`config.mk`:
```
export PLATFORM = sky130hd
export DESIGN_NAME = branch_resolve_ctrl
export DESIGN_NICKNAME = d
export VERILOG_FILES = /design/src/rtl/branch_pkg.sv /design/src/rtl/branch_inflight_fifo.sv /design/src/rtl/branch_resolve_ctrl.sv
export SDC_FILE = /design/constraint.sdc
export NUM_CORES = 1
export LEC_CHECK = 0
export ABC_AREA = 1
export BUFFER_PORTS_ARGS = -buffer_cell sky130_fd_sc_hd__buf_2
export CAP_MARGIN = 20
export CORE_UTILIZATION = 35
export CTS_CLUSTER_DIAMETER = 150
export DETAILED_ROUTE_END_ITERATION = 8
export PLACE_DENSITY = 0.5
export SETUP_SLACK_MARGIN = 0.5
export SYNTH_ARGS = -nofsm -noshare
export SYNTH_HDL_FRONTEND = slang
export SYNTH_HIERARCHICAL = 1
export SYNTH_SLANG_ARGS = --single-unit
```
`constraint.sdc`:
```
create_clock -name clk -period 3.7 [get_ports clk]
set_input_delay 0.74 -clock clk [delete_from_list [all_inputs] [get_ports clk]]
set_output_delay 0.74 -clock clk [all_outputs]
set_load 0.05 [all_outputs]
```
`src/rtl/branch_pkg.sv`:
```
`default_nettype none
// ============================================================================
// Module      : branch_pkg
// Description : Shared types and constants for the branch resolution slice.
//               Holds the default address/class widths, the opcode-class
//               constants, the in-flight queue entry layout and the
//               controller state encoding.
// Revision    : 1.0 - initial release
// ============================================================================
package branch_pkg;

   localparam int DEF_ADDR_W  = 5;
   localparam int DEF_CLASS_W = 3;

   // Opcode classes used to index the predictor table.
   localparam logic [DEF_CLASS_W-1:0] c_CLS_LW    = 3'd0;
   localparam logic [DEF_CLASS_W-1:0] c_CLS_ITYPE = 3'd1;
   localparam logic [DEF_CLASS_W-1:0] c_CLS_SW    = 3'd2;
   localparam logic [DEF_CLASS_W-1:0] c_CLS_RTYPE = 3'd3;
   localparam logic [DEF_CLASS_W-1:0] c_CLS_UTYPE = 3'd4;
   localparam logic [DEF_CLASS_W-1:0] c_CLS_JAL   = 3'd5;
   localparam logic [DEF_CLASS_W-1:0] c_CLS_OTHER = 3'd6;

   // One in-flight branch. The FIFO stores entries as a flat vector with
   // exactly this field order, MSB first.
   typedef struct packed {
      logic                   taken;
      logic [DEF_CLASS_W-1:0] cls;
      logic [DEF_ADDR_W-1:0]  target;
      logic [DEF_ADDR_W-1:0]  fallthru;
   } branch_entry_t;

   typedef enum logic [0:0] {
      S_RUN   = 1'b0,
      S_FLUSH = 1'b1
   } state_t;

endpackage
`default_nettype wire

```
`src/rtl/branch_inflight_fifo.sv`:
```
`default_nettype none
// ============================================================================
// Module      : branch_inflight_fifo
// Description : DEPTH-entry synchronous FIFO holding in-flight branches in
//               program order. Clear has priority over push and pop.
// Ports       : clk, rst_n        - clock, async active-low reset
//               push, push_data   - enqueue (ignored when full)
//               pop               - dequeue head (ignored when empty)
//               clear             - drop every entry
//               head_data         - oldest entry (valid when !empty)
//               count, full, empty- occupancy status
// Revision    : 1.0 - initial release
// ============================================================================
module branch_inflight_fifo #(
   parameter int DEPTH = 4,
   parameter int WIDTH = 14
) (
   input  logic                   clk,
   input  logic                   rst_n,
   input  logic                   push,
   input  logic [WIDTH-1:0]       push_data,
   input  logic                   pop,
   input  logic                   clear,
   output logic [WIDTH-1:0]       head_data,
   output logic [$clog2(DEPTH):0] count,
   output logic                   full,
   output logic                   empty
);

   localparam int c_PTR_W = $clog2(DEPTH);

   logic [WIDTH-1:0]   r_mem [DEPTH];
   logic [c_PTR_W-1:0] r_wr_ptr;
   logic [c_PTR_W-1:0] r_rd_ptr;
   logic [c_PTR_W:0]   r_count;
   logic               w_do_push;
   logic               w_do_pop;

   assign full      = (r_count == (c_PTR_W+1)'(DEPTH));
   assign empty     = (r_count == '0);
   assign count     = r_count;
   assign head_data = r_mem[r_rd_ptr];

   assign w_do_push = push && !full && !clear;
   assign w_do_pop  = pop && !empty && !clear;

   // Pointers are log2(DEPTH) bits wide, so they wrap modulo DEPTH for free.
   always_ff @(posedge clk or negedge rst_n) begin
      if (!rst_n) begin
         r_wr_ptr <= '0;
         r_rd_ptr <= '0;
         r_count  <= '0;
      end else if (clear) begin
         r_wr_ptr <= '0;
         r_rd_ptr <= '0;
         r_count  <= '0;
      end else begin
         if (w_do_push) r_wr_ptr <= r_wr_ptr + c_PTR_W'(1);
         if (w_do_pop)  r_rd_ptr <= r_rd_ptr + c_PTR_W'(1);
         case ({w_do_push, w_do_pop})
            2'b10:   r_count <= r_count + (c_PTR_W+1)'(1);
            2'b01:   r_count <= r_count - (c_PTR_W+1)'(1);
            default: r_count <= r_count;
         endcase
      end
   end

   // Storage needs no reset: an entry is only read after it has been written.
   always_ff @(posedge clk) begin
      if (w_do_push) r_mem[r_wr_ptr] <= push_data;
   end

endmodule
`default_nettype wire

```
`src/rtl/branch_resolve_ctrl.sv`:
```
`default_nettype none
// ============================================================================
// Module      : branch_resolve_ctrl
// Description : Tracks fetch-time branch predictions in order, compares the
//               oldest one with the execute outcome, and on a mispredict
//               flushes the pipeline, redirects the PC and drops all younger
//               entries. Every resolution produces a one-cycle training pulse.
// Ports       : pred_*     - prediction from fetch, pred_ready handshake
//               res_*      - resolution of the oldest branch from execute
//               flush      - kill younger stages (FLUSH_CYCLES cycles)
//               redirect_* - one-cycle corrected-PC strobe, PC held after
//               upd_*      - one-cycle predictor training strobe
//               inflight   - queue occupancy
//               err_orphan - sticky: resolution seen with an empty queue
// Revision    : 1.0 - initial release
// ============================================================================
module branch_resolve_ctrl
   import branch_pkg::*;
#(
   parameter int ADDR_W       = DEF_ADDR_W,
   parameter int DEPTH        = 4,
   parameter int CLASS_W      = DEF_CLASS_W,
   parameter int FLUSH_CYCLES = 2
) (
   input  logic                   clk,
   input  logic                   rst_n,
   input  logic                   pred_valid,
   input  logic                   pred_taken,
   input  logic [CLASS_W-1:0]     pred_class,
   input  logic [ADDR_W-1:0]      pred_target,
   input  logic [ADDR_W-1:0]      pred_fallthru,
   output logic                   pred_ready,
   input  logic                   res_valid,
   input  logic                   res_taken,
   output logic                   flush,
   output logic                   redirect_valid,
   output logic [ADDR_W-1:0]      redirect_pc,
   output logic                   upd_valid,
   output logic [CLASS_W-1:0]     upd_class,
   output logic                   upd_taken,
   output logic                   upd_mispredict,
   output logic [$clog2(DEPTH):0] inflight,
   output logic                   err_orphan
);

   localparam int c_ENTRY_W = 1 + CLASS_W + 2*ADDR_W;
   localparam int c_CNT_W   = (FLUSH_CYCLES > 1) ? $clog2(FLUSH_CYCLES) : 1;
   localparam logic [c_CNT_W-1:0] c_FLUSH_LOAD = c_CNT_W'(FLUSH_CYCLES-1);

   state_t               r_state;
   state_t               w_state_nxt;
   logic [c_CNT_W-1:0]   r_flush_cnt;
   logic [c_CNT_W-1:0]   w_flush_cnt_nxt;

   logic                 w_full;
   logic                 w_empty;
   logic                 w_push;
   logic                 w_pop;
   logic                 w_orphan;
   logic                 w_mispredict;
   logic [c_ENTRY_W-1:0] w_push_data;
   logic [c_ENTRY_W-1:0] w_head_data;

   logic                 w_head_taken;
   logic [CLASS_W-1:0]   w_head_class;
   logic [ADDR_W-1:0]    w_head_target;
   logic [ADDR_W-1:0]    w_head_fallthru;

   assign w_push_data = {pred_taken, pred_class, pred_target, pred_fallthru};
   assign {w_head_taken, w_head_class, w_head_target, w_head_fallthru} = w_head_data;

   branch_inflight_fifo #(
      .DEPTH (DEPTH),
      .WIDTH (c_ENTRY_W)
   ) u_fifo (
      .clk       (clk),
      .rst_n     (rst_n),
      .push      (w_push),
      .push_data (w_push_data),
      .pop       (w_pop),
      .clear     (w_mispredict),
      .head_data (w_head_data),
      .count     (inflight),
      .full      (w_full),
      .empty     (w_empty)
   );

   always_ff @(posedge clk or negedge rst_n) begin
      if (!rst_n) begin
         r_state     <= S_RUN;
         r_flush_cnt <= '0;
      end else begin
         r_state     <= w_state_nxt;
         r_flush_cnt <= w_flush_cnt_nxt;
      end
   end

   always_comb begin
      w_state_nxt     = r_state;
      w_flush_cnt_nxt = r_flush_cnt;
      w_pop           = 1'b0;
      w_orphan        = 1'b0;
      w_mispredict    = 1'b0;
      w_push          = 1'b0;
      // No look-ahead for a same-cycle pop: a full queue stays not-ready.
      pred_ready      = (r_state == S_RUN) && !w_full;
      flush           = (r_state == S_FLUSH);
      case (r_state)
         S_RUN: begin
            w_pop        = res_valid && !w_empty;
            w_orphan     = res_valid && w_empty;
            w_mispredict = w_pop && (w_head_taken != res_taken);
            // A push alongside a mispredict is wrong-path and is dropped.
            w_push       = pred_valid && pred_ready && !w_mispredict;
            if (w_mispredict) begin
               w_state_nxt     = S_FLUSH;
               w_flush_cnt_nxt = c_FLUSH_LOAD;
            end
         end
         S_FLUSH: begin
            if (r_flush_cnt == '0) begin
               w_state_nxt = S_RUN;
            end else begin
               w_flush_cnt_nxt = r_flush_cnt - c_CNT_W'(1);
            end
         end
         default: w_state_nxt = S_RUN;
      endcase
   end

   // Training and redirect outputs, one cycle after the resolving edge.
   always_ff @(posedge clk or negedge rst_n) begin
      if (!rst_n) begin
         upd_valid      <= 1'b0;
         upd_class      <= '0;
         upd_taken      <= 1'b0;
         upd_mispredict <= 1'b0;
         redirect_valid <= 1'b0;
         redirect_pc    <= '0;
         err_orphan     <= 1'b0;
      end else begin
         upd_valid      <= w_pop;
         redirect_valid <= w_mispredict;
         if (w_pop) begin
            upd_class      <= w_head_class;
            upd_taken      <= res_taken;
            upd_mispredict <= w_mispredict;
         end
         if (w_mispredict) begin
            redirect_pc <= res_taken ? w_head_target : w_head_fallthru;
         end
         if (w_orphan) begin
            err_orphan <= 1'b1;
         end
      end
   end

endmodule
`default_nettype wire
```
==> results.sh, run 1 <==
export IMPL_pin_count=37
export IMPL_yosysTopAreaCell="edfxtp_1"
export IMPL_r2r_start="u_fifo/r_rd_ptr[0]$_DFFE_PN0P_"
export IMPL_placed_area_mm2=0.00358
export IMPL_ff2ff_setup_slack_ns=0.82
export IMPL_r2r_end="u_fifo/count[2]$_DFFE_PN0P_"
export IMPL_clock_sinks=78
export IMPL_viasPerCell=4.80
export IMPL_ys_top_cells_by_area="edfxtp_1, dfrtp_1, nand2_1, o21ai_0, nor2_1"
export IMPL_drtAntennaViolNets=0
export IMPL_portBuffers=36
export IMPL_syn_inst=282
export IMPL_fin_tns_setup_ns=0
export IMPL_setup_viol=0
export IMPL_endpoint_kind="flop"
export IMPL_yosysMostFrequentCell="edfxtp_1"
export IMPL_synth_top_cells_by_count="edfxtp_1, nand2_1, nor2_1"
export IMPL_path_class="flop to flop"
export IMPL_finalWirelength_mm=6.33
export IMPL_yosys_warnings=6
export IMPL_hold_viol_final=0
export IMPL_grt_pass1_wl_mm=10.5
export IMPL_area_delta_synth_final_pct=17.2
export IMPL_route_detailed_drc=6
export IMPL_drive_gt1_share_pct=25.8
export IMPL_syn_nets=306
export IMPL_reg2regPathDepth=18
export IMPL_synth_main_ff_cell="edfxtp_1"
export IMPL_rows=34
export IMPL_ys_ff_latch=78
export IMPL_powerDensity_mw_per_mm2=851
export IMPL_die_area_mm2=0.00970
export IMPL_yosysSeqAreaShare_pct=68.5
export IMPL_min_period_over_period_pct=77.8
export IMPL_post_drt_wl_per_cell_um=14.2
export IMPL_grt_use_met1_pct=18.3
export IMPL_syn_avg_cell_area_um2=11.5
export IMPL_required_ns=3.95
export IMPL_vdd_drop_max_uv=259
export IMPL_start_util_pct=36.8
export IMPL_met3_usage_pct=5.11
export IMPL_fin_nets=356
export IMPL_cp_max_fo=17
export IMPL_synth_top_cell_area_share_pct=51.6
export IMPL_antenna_found_initial=0
export IMPL_use_met2_pct=22.8
export IMPL_die_w_um=98.5
export IMPL_cts_tree="yes"
export IMPL_yosys_cell_types_count=27
export IMPL_dr_first_iter_drc_count=132
export IMPL_fin_skew_ns=0.00849
export IMPL_final_area_mm2=0.00382
export IMPL_grt_max_degree=28
export IMPL_clk_pin_slew_ns=0.08
export IMPL_first_pass_iters=6
export IMPL_critPathLaunchType="flop"
export IMPL_grt_busiest_layer="met2"
export IMPL_cts_buffers=9
export IMPL_ctsHtreeMaxLevel=3
export IMPL_core_mm2=0.00885
export IMPL_violations="DRC"
export IMPL_async_flop_share_pct=28.2
export IMPL_hp_class="input pin to asynchronous set/reset pin"
export IMPL_grt_pass1_vias=2147
export IMPL_cts_root_buf="clkbuf_8"
export IMPL_dieHeight_um=98.5
export IMPL_period_needed_ns=2.88
export IMPL_slew_headroom_pct=60.9
export IMPL_synth_enable_flop_cells=56
export IMPL_rsz0062_at_grt="no"
export IMPL_clkLatencyLatePin_ns=0.35
export IMPL_max_freq_mhz=347
export IMPL_maxSlewViolCount=0
export IMPL_place_gp_congestion=0.721
export IMPL_maxCapViolCount=0
export IMPL_worst_ep_arrival_time_ns=3.13
export IMPL_dp_hpwl_mm=4.30
export IMPL_cts_path_max_buffers=2
export IMPL_grt_usage_pct=14.4
export IMPL_tightest_slew_ns=0.586
export IMPL_vias=2138
export IMPL_n_antenna_cell=0
export IMPL_leakage_nw=1.60
export IMPL_status="finished, violations left"
export IMPL_netlist_area_mm2=0.00326
export IMPL_grt_overflow_total=0
[critical path, stage by stage, from the launching register on]
cell and delay [ns]:
dfrtp_1 0.72, o21ai_0 0.19, o22ai_1 0.37, nand2_2 0.09, inv_2 0.10, nor2_8 0.05
nand2_1 0.06, nand2_1 0.04, inv_1 0.10, nand2_2 0.08, nand2_1 0.09, inv_1 0.05
fa_1 0.37, xnor2_1 0.21, inv_1 0.06, nand2_1 0.06, nand2_1 0.04, nand2_1 0.06
nand2_1 0.04
[flip-flops by register name, summed over array words and instances, names as in the netlist, 2 cells and up]
| signal | flops |
|---|---|
| u_fifo/r_wr_ptr | 2 |
| u_fifo/r_rd_ptr | 2 |
| redirect_pc | 5 |
| upd_class | 3 |
| u_fifo/count | 3 |
| u_fifo/r_mem | 56 |
[how the worst max path moves through the flow]
stage,slack (ns),startpoint,to
finish,0.82,u_fifo/r_rd_ptr[0]$_DFFE_PN0P_,u_fifo/count[2]$_DFFE_PN0P_
global route,0.50,u_fifo/r_rd_ptr[0]$_DFFE_PN0P_,u_fifo/count[2]$_DFFE_PN0P_
CTS,0.63,u_fifo/r_rd_ptr[1]$_DFFE_PN0P_,u_fifo/count[2]$_DFFE_PN0P_
detailed placement,0.64,u_fifo/r_rd_ptr[1]$_DFFE_PN0P_,u_fifo/count[2]$_DFFE_PN0P_
global placement,0.72,u_fifo/r_rd_ptr[1]$_DFFE_PN0P_,u_fifo/count[2]$_DFFE_PN0P_
floorplan,0.98,u_fifo/count[0]$_DFFE_PN0P_,u_fifo/r_mem[0][0]$_DFFE_PP_
[report_power, final]
| part | leakage [nW] | internal [mW] | switching (mW) |
|---|---|---|---|
| Sequential | 0.781 | 1.15 | 0.146 |
| Clock | 0.0895 | 0.312 | 0.314 |
| Combinational | 0.726 | 0.400 | 0.930 |
[cells in the final DEF, fill, tap and decap left out, types with 2 or more instances in the layout]
cell type,synthesis,final
nor2_8,2,2
buf_2,4,36
o21ai_0,30,30
clkbuf_8,0,9
nand2_2,9,9
o22ai_1,14,14
inv_2,5,5
dfrtp_1,22,22
nand2_1,54,54
nor2_2,2,2
o21ai_1,5,5
a21oi_1,2,2
edfxtp_1,56,56
buf_4,0,12
clkinvlp_4,0,4
nor2_1,33,33
nand3_1,8,8
inv_1,18,17
ha_1,4,4
[repair_timing]
action	CTS	global route
gates resized for setup	0	1
buffers inserted	0	5
hold buffers	0	0
setup endpoints to repair	0	1
[per-stage QoR]
step,hold WS (ns),total power [mW],worst slack [ns],util [%],std cells
floorplan,0.444,2.28,0.979,-,282
global placement,0.447,2.60,0.717,40.4,424
detailed placement,0.455,2.62,0.638,40.4,424
CTS,0.351,3.25,0.634,42.7,440
global route,0.366,3.49,0.498,43.1,445
finish,0.340,3.25,0.821,43.1,445
[metal layers]
metal / up-vias / share of wire [%]
met5: - / 0
met3: 8 / 5.3
met2: 50 / 47
li1: 1062 / -
met1: 1018 / 47
met4: 0 / 1.6
[area by class of cell]
cell class / instances / area [µm²]
Fill cell: 847 / 5030
Sequential cell: 78 / 2230
Multi-Input combinational cell: 172 / 892
Timing Repair Buffer: 48 / 270
Tap cell: 108 / 135
Clock buffer: 9 / 124
Inverter: 23 / 90.1
Clock inverter: 7 / 73.8
[kinds of logic (layout without fill, tap and decap cells)]
group | Yosys count | after routing | synth area share [%]
AO/OA/AOI/OAI | 54 | 54 | 9.14
XOR/XNOR | 1 | 1 | 0.269
adder cells (fa/ha/maj) | 5 | 5 | 2.15
buffers and inverters | 32 | 87 | 4.07
flip-flops | 78 | 78 | 68.5
AND/OR/NAND/NOR | 112 | 112 | 15.8
No activity file was read; power rests on OpenSTA's default activity.
==> run 2: changes to the inputs <==
- clock period: 3.7 -> 3 ns (I/O delays scaled with it)
==> results.sh, run 2 (synthesis gave the netlist of run 1 again) <==
export IMPL_status="finished, violations left"
export IMPL_violations="DRC"
export IMPL_rsz0062_at_grt="no"
export IMPL_clkLatencyLatePin_ns=0.35
export IMPL_clk_pin_slew_ns=0.08
export IMPL_power_mw=4.26
export IMPL_grt_pass1_vias=2091
export IMPL_critPathLaunchType="flop"
export IMPL_pin_count=37
export IMPL_cts_path_max_buffers=2
export IMPL_drive_gt1_share_pct=31.2
export IMPL_period_needed_ns=2.33
export IMPL_fin_tns_setup_ns=0
export IMPL_grt_overflow_total=0
export IMPL_reg2regPathDepth=18
export IMPL_mostFrequentLayoutCells="edfxtp_1, nand2_1, buf_2"
export IMPL_multi_input_area_um2=938
export IMPL_route_detailed_drc=5
export IMPL_die_w_um=98.5
export IMPL_top_register="u_fifo/r_mem"
export IMPL_setup_viol=0
export IMPL_cp_max_fo=5
export IMPL_required_ns=3.24
export IMPL_vias=2201
export IMPL_grt_pass1_wl_mm=10.8
export IMPL_dr_first_iter_drc_count=92
export IMPL_antenna_found_initial=0
export IMPL_hp_class="input pin to asynchronous set/reset pin"
export IMPL_rows=34
export IMPL_viasPerCell=4.85
export IMPL_vdd_drop_max_uv=324
export IMPL_slew_headroom_pct=66.9
export IMPL_min_period_over_period_pct=77.7
export IMPL_portBuffers=36
export IMPL_postCtsHoldBufs=0
export IMPL_met3_usage_pct=3.19
export IMPL_area_delta_synth_final_pct=21.9
export IMPL_layout_commonest_cell="edfxtp_1"
export IMPL_nFillCells=827
export IMPL_post_drt_wl_per_cell_um=14.8
export IMPL_largest_register_ffs=56
export IMPL_use_met2_pct=22.8
export IMPL_grt_use_met1_pct=20.8
export IMPL_grt_busiest_layer="met2"
export IMPL_fin_nets=365
export IMPL_first_pass_iters=6
export IMPL_drtAntennaViolNets=0
export IMPL_setup_slack_ns=0.670
export IMPL_ctsHtreeMaxLevel=3
export IMPL_maxSlewViolCount=0
export IMPL_dp_hpwl_mm=4.44
export IMPL_final_area_mm2=0.00397
export IMPL_clock_sinks=78
export IMPL_maxCapViolCount=0
export IMPL_max_freq_mhz=429
export IMPL_leakage_nw=1.66
export IMPL_dp_slack_ns=0.444
export IMPL_die_area_mm2=0.00970
export IMPL_finalWirelength_mm=6.70
export IMPL_fin_skew_ns=0.00977
export IMPL_cts_tree="yes"
export IMPL_r2r_start="u_fifo/r_rd_ptr[0]$_DFFE_PN0P_"
export IMPL_tightest_slew_ns=0.496
export IMPL_powerDensity_mw_per_mm2=1070
export IMPL_place_gp_congestion=0.735
export IMPL_final_seq_area_mm2=0.00224
export IMPL_hold_viol_final=0
export IMPL_cts_root_buf="clkbuf_8"
export IMPL_reg_top3="u_fifo/r_mem (56), redirect_pc (5)"
export IMPL_start_util_pct=36.8
export IMPL_n_antenna_cell=0
export IMPL_endpoint_kind="flop"
export IMPL_placed_area_mm2=0.00361
export IMPL_startpoint="u_fifo/r_rd_ptr[0]$_DFFE_PN0P_"
export IMPL_dieHeight_um=98.5
export IMPL_grt_max_degree=23
export IMPL_worst_ep_arrival_time_ns=2.57
export IMPL_grt_usage_pct=15.0
export IMPL_core_mm2=0.00885
export IMPL_cts_buffers=9
export IMPL_path_class="flop to flop"
run 2: cell count changes in the layout (fill, tap and decap cells not counted), moves of 2 or more:
cell,previous run,this run
dfrtp_1,22,18
inv_1,17,15
clkinvlp_4,4,1
dfrtp_2,0,4
buf_4,12,20
o21ai_0,30,28
inv_4,0,3
nand2_1,54,52
clkbuf_1,0,2
clkbuf_16,0,3
run 2: final timing paths:
check | to | slack [ns]
setup reg to reg | u_fifo/count[2]$_DFFE_PN0P_ | 0.67
min in group clk | u_fifo/r_mem[2][10]$_DFFE_PP_ | 0.46
max in group asynchronous | u_fifo/r_rd_ptr[1]$_DFFE_PN0P_ | 2.43
hold reg to reg | err_orphan$_DFFE_PN0P_ | 0.46
hold / removal | u_fifo/count[2]$_DFFE_PN0P_ | 0.21
setup / recovery | u_fifo/count[2]$_DFFE_PN0P_ | 0.67
run 2: through the flow:
| stage | utilization, % | std cells | hold WS, ns |
|---|---|---|---|
| global route | 44.9 | 454 | 0.243 |
| global placement | 40.8 | 427 | 0.450 |
| floorplan | - | 282 | 0.304 |
| finish | 44.9 | 454 | 0.206 |
| detailed placement | 40.8 | 427 | 0.451 |
| CTS | 43.6 | 445 | 0.214 |
run 2: timing repair:
action	CTS	global route
buffers inserted	2	9
pin swaps	2	9
hold endpoints to repair	0	0
gates cloned	0	0
setup endpoints to repair	1	57
gates resized for setup	3	16
run 2: area by class of cell:
| type | instances | area share (%) |
|---|---|---|
| flip-flops and latches | 78 | 56.4 |
| multi-input cells | 172 | 23.6 |
| repair buffers | 57 | 8.61 |
| clock buffers | 14 | 5.20 |
| well taps | 108 | 3.40 |
| inverters | 23 | 2.36 |
| clock inverters | 2 | 0.410 |
run 2: report_power, final:
group / internal, mW / leakage (nW) / switching, mW / total [mW]
combinational: 0.601 / 0.775 / 1.26 / 1.86
clock: 0.456 / 0.109 / 0.376 / 0.832
sequential: 1.42 / 0.776 / 0.144 / 1.57
total: 2.48 / 1.66 / 1.78 / 4.26
run 2: per-layer routing:
layer  vias to the layer above  wire length (µm)  part of all wire, %
met5                         -                 0                    0
met4                         0               109                  1.6
met3                        13               293                  4.4
met2                        49              3070                   46
met1                      1059              3230                   48
li1                       1080                 -                    -
run 2: worst max-delay path, cell delays in order (launching register included):
cell and delay (ns):
dfrtp_1 0.44, buf_6 0.15, o21ai_2 0.13, o22ai_2 0.11
nand2_2 0.09, inv_4 0.05, nor2_8 0.15, nand2_8 0.07
inv_4 0.07, nor2_2 0.05, nand2_2 0.07, inv_2 0.04
fa_2 0.36, xnor2_2 0.18, inv_1 0.05, nand2_1 0.06
nand2_1 0.04, nand2_1 0.05, nand2_1 0.05
==> run 3: changes to the inputs <==
- PLACE_DENSITY: 0.5 -> 0.52
- clock period: 3 -> 2 ns (I/O delays scaled with it)
==> results.sh, run 3 (synthesis gave the netlist of run 1 again) <==
export IMPL_status="finished, violations left"
export IMPL_violations="hold timing, setup timing"
export IMPL_path_class="flop to flop"
export IMPL_setup_slack_ns=-0.299
export IMPL_portBuffers=36
export IMPL_cts_tree="yes"
export IMPL_postCtsHoldBufs=0
export IMPL_p_switching_mw=3.07
export IMPL_mostFrequentLayoutCells="edfxtp_1, nand2_1, buf_4"
export IMPL_cts_path_max_buffers=2
export IMPL_rsz0062_at_grt="yes"
export IMPL_multi_input_area_mm2=0.00106
export IMPL_cts_root_buf="clkbuf_8"
export IMPL_rows=34
export IMPL_endpoint_kind="flop"
export IMPL_drive_gt1_share_pct=44.2
export IMPL_slew_headroom_pct=66.5
export IMPL_grt_pass1_wl_mm=11.5
export IMPL_final_area_mm2=0.00452
export IMPL_pwr_share_clk_pct=15.0
export IMPL_drtAntennaViolNets=0
export IMPL_leakage_nw=1.89
export IMPL_critPathLaunchType="flop"
export IMPL_clk_pin_slew_ns=0.10
export IMPL_powerDensity_mw_per_mm2=1610
export IMPL_post_drt_wl_per_cell_um=15.1
export IMPL_final_seq_area_mm2=0.00224
export IMPL_pin_count=37
export IMPL_clock_sinks=78
export IMPL_area_delta_synth_final_pct=38.7
export IMPL_fin_skew_ns=0.0145
export IMPL_dieHeight_um=98.5
export IMPL_n_antenna_cell=0
export IMPL_route_detailed_drc=0
export IMPL_viasPerCell=4.81
export IMPL_largest_register_ffs=56
export IMPL_placed_area_mm2=0.00387
export IMPL_setup_viol=60
export IMPL_required_ns=2.07
export IMPL_die_w_um=98.5
export IMPL_hp_class="input pin to asynchronous set/reset pin"
export IMPL_cp_max_fo=7
export IMPL_fin_nets=399
export IMPL_reg_top3="u_fifo/r_mem (56), redirect_pc (5)"
export IMPL_top_register="u_fifo/r_mem"
export IMPL_dr_first_iter_drc_count=120
export IMPL_max_freq_mhz=435
export IMPL_dp_hpwl_mm=4.41
export IMPL_p_int_mw=4.20
export IMPL_nFillCells=807
export IMPL_grt_overflow_total=0
export IMPL_maxSlewViolCount=0
export IMPL_die_area_mm2=0.00970
export IMPL_antenna_found_initial=0
export IMPL_place_gp_congestion=0.760
export IMPL_finalWirelength_mm=7.35
export IMPL_hold_viol_final=5
export IMPL_first_pass_iters=6
export IMPL_power_mw=7.27
export IMPL_min_period_over_period_pct=115
export IMPL_clkLatencyLatePin_ns=0.36
export IMPL_grt_usage_pct=15.7
export IMPL_period_needed_ns=2.30
export IMPL_maxCapViolCount=0
export IMPL_ctsHtreeMaxLevel=3
export IMPL_vdd_drop_max_uv=509
export IMPL_pwr_share_comb_pct=53.2
export IMPL_core_mm2=0.00885
export IMPL_holdWs_ns=-0.00764
export IMPL_cts_buffers=9
export IMPL_p_sw_share_pct=42.2
export IMPL_layout_commonest_cell="edfxtp_1"
export IMPL_start_util_pct=36.8
export IMPL_grt_max_degree=27
export IMPL_worst_ep_arrival_time_ns=2.37
export IMPL_grt_pass1_vias=2305
export IMPL_sequentialPowerShare_pct=31.7
export IMPL_tightest_slew_ns=0.502
export IMPL_vias=2346
run 3: changes by cell type in the layout (fill, tap and decap cells not counted), sizes merged:
cell	change
inv	+2
clkbuf	-2
clkinv	+3
buf	+31
run 3: timing repair:
item	4_1_cts	5_1_grt
setup endpoints to repair	70	74
setup buffers	12	10
cloned	2	1
resized for setup	41	34
pin swaps	12	12
run 3: layout make-up:
type,instances,area share (%)
clock buffer,9,2.74
clock inverter,7,1.25
inverter,23,2.19
multi-input combinational,172,23.6
sequential,78,49.5
tap,108,2.99
timing repair buffer,91,17.8
run 3: worst max-delay path, cell delays in order (launching register included):
cell and delay (ns):
dfrtp_1 0.46, inv_2 0.10, o21ai_2 0.17, o22ai_4 0.10, nor2_4 0.17, nor2_8 0.06
nand2_2 0.05, nand2_2 0.04, inv_2 0.07, buf_6 0.09, nand3_4 0.07, buf_6 0.14
buf_6 0.11, nor2_4 0.19, clkbuf_16 0.19
run 3: worst paths after layout:
kind / start / endpoint / slack (ns) / depth (start not counted)
max reg2reg: u_fifo/r_rd_ptr[0]$_DFFE_PN0P_ / u_fifo/r_mem[3][4]$_DFFE_PP_ / -0.30 / 14
min reg2reg: err_orphan$_DFFE_PN0P_ / err_orphan$_DFFE_PN0P_ / 0.47 / 1
max: u_fifo/r_rd_ptr[0]$_DFFE_PN0P_ / u_fifo/r_mem[3][4]$_DFFE_PP_ / -0.30 / 14
max in group asynchronous: rst_n / u_fifo/count[2]$_DFFE_PN0P_ / 1.63 / 1
min: rst_n / upd_mispredict$_DFFE_PN0P_ / -0.008 / 1
min in group clk: pred_class[0] / u_fifo/r_mem[0][10]$_DFFE_PP_ / 0.26 / 1
run 3: power by group through the flow:
stage	logic (mW)	clock network, mW	registers [mW]
2_1_floorplan	1.54	0	2.84
3_3_place_gp	3.00	0	2.32
3_5_place_dp	3.02	0	2.32
4_1_cts	3.52	1.12	2.30
5_1_grt	4.20	1.18	2.34
6_report	3.87	1.09	2.31
run 3: routing by layer:
| metal | vias up | global-route usage, % | routed length (µm) |
|---|---|---|---|
| met5 | - | 0 | 0 |
| met2 | 65 | 25.1 | 3630 |
| met1 | 1114 | 21.2 | 3290 |
| met3 | 7 | 2.98 | 349 |
| li1 | 1160 | - | - |
| met4 | 0 | 6.20 | 79 |
run 3: per-stage QoR:
stage	TNS, ns	util (%)	worst slack [ns]	cells	hold slack, ns
finish	-10.66	51.1	-0.299	488	-0.00764
global route	-16.68	51.1	-0.403	488	0.0240
CTS	-10.82	48.8	-0.241	477	0.0141
detailed placement	-9.17	43.7	-0.271	447	0.405
global placement	-6.45	43.7	-0.182	447	0.403
floorplan	-11.08	-	-0.238	282	0.104
